File: src/rtl/sipo_ctrl_pkg.sv
// Shared types and helpers for the SIPO frame controller.
package sipo_ctrl_pkg;

    // IDLE: no partial word held; SHIFT: 0 < bit count < N
    typedef enum logic {
        StIdle,
        StShift
    } state_e;

    // Bit-counter width; clamped to 1 so degenerate widths still elaborate
    function automatic int unsigned cnt_width(input int unsigned n);
        return (n < 2) ? 1 : $clog2(n);
    endfunction

endpackage

File: src/rtl/sipo_shift_stage.sv
// N-bit MSB-first shift register with enable and synchronous active-low clear.
module sipo_shift_stage
    import sipo_ctrl_pkg::*;
#(
    parameter int unsigned N = 8
) (
    input  logic         clk_i,
    input  logic         clr_ni,
    input  logic         en_i,
    input  logic         si_i,
    output logic [N-1:0] sr_o
);

    logic [N-1:0] sr_q, sr_d;

    // Next shift value: shift in at the LSB so the first bit ends up at the MSB
    always_comb begin
        sr_d = sr_q;
        if (en_i) begin
            sr_d = {sr_q[N-2:0], si_i};
        end
    end

    // Shift register state
    always_ff @(posedge clk_i) begin
        if (!clr_ni) begin
            sr_q <= '0;
        end else begin
            sr_q <= sr_d;
        end
    end

    assign sr_o = sr_q;

endmodule

File: src/rtl/sipo_frame_controller.sv
// Serial-in/parallel-out frame controller: bit counting, frame resync,
// one-deep output buffer with valid/ready, sticky overflow and abort pulse.
module sipo_frame_controller
    import sipo_ctrl_pkg::*;
#(
    parameter int unsigned N = 8
) (
    input  logic         clk,
    input  logic         reset,
    input  logic         si,
    input  logic         si_valid,
    input  logic         sof,
    output logic [N-1:0] po_data,
    output logic         po_valid,
    input  logic         po_ready,
    output logic         busy,
    output logic         overflow,
    output logic         sync_err,
    input  logic         clear_ovf
);

    localparam int unsigned CNT_W = cnt_width(N);
    localparam logic [CNT_W-1:0] CntLast = CNT_W'(N - 1);

    state_e           state_q, state_d;
    logic [CNT_W-1:0] cnt_q, cnt_d;
    logic [N-1:0]     po_data_q, po_data_d;
    logic             po_valid_q, po_valid_d;
    logic             overflow_q, overflow_d;
    logic             sync_err_q, sync_err_d;

    logic [N-1:0]     sr;
    logic [N-1:0]     word;
    logic             complete;
    // The oldest bit is shifted out when a word completes and is never read
    logic             unused_sr_msb;

    sipo_shift_stage #(
        .N (N)
    ) u_shift (
        .clk_i  (clk),
        .clr_ni (reset),
        .en_i   (si_valid),
        .si_i   (si),
        .sr_o   (sr)
    );

    assign unused_sr_msb = sr[N-1];
    // Completed word includes the bit being accepted this cycle
    assign word = {sr[N-2:0], si};

    // Next-state: FSM/counter, buffer load/drain, overflow and resync flags
    always_comb begin
        state_d    = state_q;
        cnt_d      = cnt_q;
        po_data_d  = po_data_q;
        po_valid_d = po_valid_q;
        overflow_d = overflow_q;
        sync_err_d = 1'b0;
        complete   = 1'b0;

        if (po_valid_q && po_ready) begin
            po_valid_d = 1'b0;
        end
        if (clear_ovf) begin
            overflow_d = 1'b0;
        end

        if (si_valid) begin
            unique case (state_q)
                StIdle: begin
                    state_d = StShift;
                    cnt_d   = CNT_W'(1);
                end
                StShift: begin
                    if (sof) begin
                        // Partial word abandoned; this bit restarts the word
                        sync_err_d = 1'b1;
                        cnt_d      = CNT_W'(1);
                    end else if (cnt_q == CntLast) begin
                        complete = 1'b1;
                        cnt_d    = '0;
                        state_d  = StIdle;
                    end else begin
                        cnt_d = cnt_q + CNT_W'(1);
                    end
                end
                default: begin
                    state_d = StIdle;
                    cnt_d   = '0;
                end
            endcase
        end

        // Load wins over drain; a set overflow wins over clear_ovf
        if (complete) begin
            if (!po_valid_q || po_ready) begin
                po_data_d  = word;
                po_valid_d = 1'b1;
            end else begin
                overflow_d = 1'b1;
            end
        end
    end

    // FSM, counter and registered outputs
    always_ff @(posedge clk) begin
        if (!reset) begin
            state_q    <= StIdle;
            cnt_q      <= '0;
            po_data_q  <= '0;
            po_valid_q <= 1'b0;
            overflow_q <= 1'b0;
            sync_err_q <= 1'b0;
        end else begin
            state_q    <= state_d;
            cnt_q      <= cnt_d;
            po_data_q  <= po_data_d;
            po_valid_q <= po_valid_d;
            overflow_q <= overflow_d;
            sync_err_q <= sync_err_d;
        end
    end

    assign po_data  = po_data_q;
    assign po_valid = po_valid_q;
    assign overflow = overflow_q;
    assign sync_err = sync_err_q;
    assign busy     = (state_q == StShift);

endmodule

File: config.mk
export PLATFORM = sky130hd
export DESIGN_NAME = sipo_frame_controller
export DESIGN_NICKNAME = d
export VERILOG_FILES = /design/src/rtl/sipo_ctrl_pkg.sv /design/src/rtl/sipo_shift_stage.sv /design/src/rtl/sipo_frame_controller.sv
export SDC_FILE = /design/constraint.sdc
export NUM_CORES = 1
export LEC_CHECK = 0
export CORE_MARGIN = 3
export CORE_UTILIZATION = 49
export DETAILED_ROUTE_END_ITERATION = 8
export PLACE_DENSITY = 0.8
export SETUP_SLACK_MARGIN = 0.2
export SYNTH_ARGS = -nofsm -noshare
export SYNTH_HDL_FRONTEND = slang
export SYNTH_HIERARCHICAL = 1
export SYNTH_SLANG_ARGS = --single-unit
File: constraint.sdc
create_clock -name clk -period 1.78 [get_ports clk]
set_input_delay 0.356 -clock clk [delete_from_list [all_inputs] [get_ports clk]]
set_output_delay 0.356 -clock clk [all_outputs]
set_load 0.02 [all_outputs]
==> summary.md <==
| Metric | Value |
|---|---|
| CTS Buf Count | `3` |
| Hold Path Cell Cnt | `2` |
| DR iter-0 viols | `7` |
| Min-Delay Path Class | `register to register` |
| Die area | `~0.0024 mm^2` |
| Starting density of the core | `56.2%` |
| Gate count after technology mapping | `86` |
| Layout cells sized above 1 | `8.65%` |
| Total GRT Usage | `14.5%` |
| Wire length of the first global-routing pass | `between 2 and 3 mm` |
| Most common cell after layout, fill and taps aside | `dfxtp_1` |
| DRT antenna net count | `0` |
| Setup TNS | `0 ns` |
| Routed WL | `1.55 mm` |
| Worst Clk Skew | `0.00443 ns` |
| TritonCTS clock tree | `built` |
| Rel. slew slack | `80.4%` |
| Die span in y | `roughly 49 um` |
| Final worst path period share | `82.2%` |
| Critical Path End Type | `output port` |
| CTS Hold Bufs | `0` |
| Max Freq | `684 MHz` |
| CP cell instances | `dlygate4sd2_1` |
| Vias per cell | `~5` |
| CP top delay family | `flip-flops` |
| Detailed Place HPWL | `roughly 1.1 mm` |
| Worst path slowest cell | `dfxtp_1` |
| CP bufs+invs | `1` |
| Most frequent cells in the layout | `dfxtp_1 (21), nand2_1 (16), mux2i_1 (15), dlygate4sd2_1 (11), nor2b_1 (7)` |
| Int Power | `roughly 0.61 mW` |
| Slew Viols, Final | `0` |
| CP max FO | `5` |
| Largest net degree at the start of global routing | `31` |
| Initial DRT Pass Iterations | `4` |
| RD Place Congestion | `0.694` |
| Pwr per Cell Area | `701 mW/mm^2` |
| Clock Sinks | `22` |
| Dpl ws | `about 0.0047 ns` |
| Leak | `between 0.4 and 0.5 nW` |
| Root Buffer | `clkbuf_4` |
| Clock power frac | `roughly 28%` |
| Worst Path Arrival | `about 1.1 ns` |
| Ports | `19` |
| CP Depth | `1` |
| Worst-margin pin slew | `between 0.2 and 0.3 ns` |
| Vias in the first global route | `584` |
| Post-CTS Setup Repair Bufs | `0` |
| Residual DRC | `0` |
| R2R depth | `5` |
| Clock latency on the worst-skew pair | `roughly 0.29 ns` |
| Critical path type | `register to output port` |
| Endpoints failing hold | `0` |
| Nets | `about 120` |
| H-Tree Depth | `1` |
| Sw power | `0.168 mW` |
| Clock transition at path regs | `0.11 ns` |
| Via count | `just over 600` |
| Util after Layout | `just under 70%` |
| Initial antenna violation count | `0` |
| Clock period minus worst slack | `1.46 ns` |
| Post-CTS resize count | `11` |
| Clock tree buffer depth | `2` |
| Synthesized area | `roughly 900 um^2` |
| Startpoint Class | `register` |
| Rows | `14` |
| Die Wd | `49.2 um` |
| Area growth, synth to finish | `21.0%` |
| Worst path max stage delay | `0.45 ns` |
| Mean Syn Cell Area | `between 10 and 15 um^2` |
| Required time of the critical path | `between 1 and 1.5 ns` |
| Core area | `~0.0016 mm^2` |
| Switching Share | `a little over a fifth` |
| ANT cells | `0` |
| Status | `finished clean` |
| Min setup slack post-route | `between 0.3 and 0.4 ns` |
| Synth Warn # | `6` |
| Port Buf Inserts | `18` |
| Final setup viols | `0` |
| Logic gate share of total power | `under 10%` |
| Sequential cell fraction of total power | `65.1%` |
| VDD IR max | `~550 uV` |
| Grt ovf | `0` |
| Wire per inst | `around 12 um` |
| Max Cap Viol | `0` |
| Post-Syn Nets | `95` |
| RSZ-0062 raised after global routing | `no` |
-- power groups by stage --
stage	clock (mW)	sequential, mW	combinational (mW)
floorplan	0	0.518	0.0339
global route	0.247	0.508	0.0627
CTS	0.222	0.506	0.0583
global placement	0	0.516	0.0581
finish	0.214	0.506	0.0577
detailed placement	0	0.517	0.0589
-- layer usage --
metal / up-vias / track usage (%) / wire length, um
met2: 13 / 23.9 / 717
met5: - / 0 / 0
met4: 0 / 4.27 / 14
li1: 324 / - / -
met1: 284 / 18.3 / 737
met3: 2 / 3.67 / 82
-- final timing paths --
kind | from | endpoint | slack [ns]
max | busy | busy | 0.32
min | po_data[3] | po_data[3] | 0.46
max reg2reg | cnt_q[0] | po_data[1] | 0.33
min reg2reg | po_data[3] | po_data[3] | 0.46
-- tightest hold or removal path: cells and delay by family (launching register included) --
| family | cells | cell delay, ns |
|---|---|---|
| flip-flops | 1 | 0.32 |
| AND/OR/NAND/NOR | 1 | 0.05 |
| multiplexers | 1 | 0.05 |
-- per-stage QoR --
stage               power, mW  area, um^2  cells  hold WS (ns)
floorplan               0.552         916     86         0.437
global placement        0.574        1090    125         0.447
detailed placement      0.576        1090    125         0.449
CTS                     0.786        1100    128         0.463
global route            0.818        1110    128         0.495
finish                  0.777        1110    128         0.458
-- sequential cells by signal, summed over array words and instances, names as in the netlist --
register	flops
sync_err	1
cnt_q	3
overflow	1
u_shift/sr_o	7
po_valid	1
busy	1
po_data	8
-- layout make-up --
class	instances	area (um^2)
well taps	24	30.0
fillers	149	520
clock buffers	3	22.5
multi-input cells	58	427
inverters	1	3.75
repair buffers	20	184
flip-flops and latches	22	442
Power figures use the tool's default switching activity.
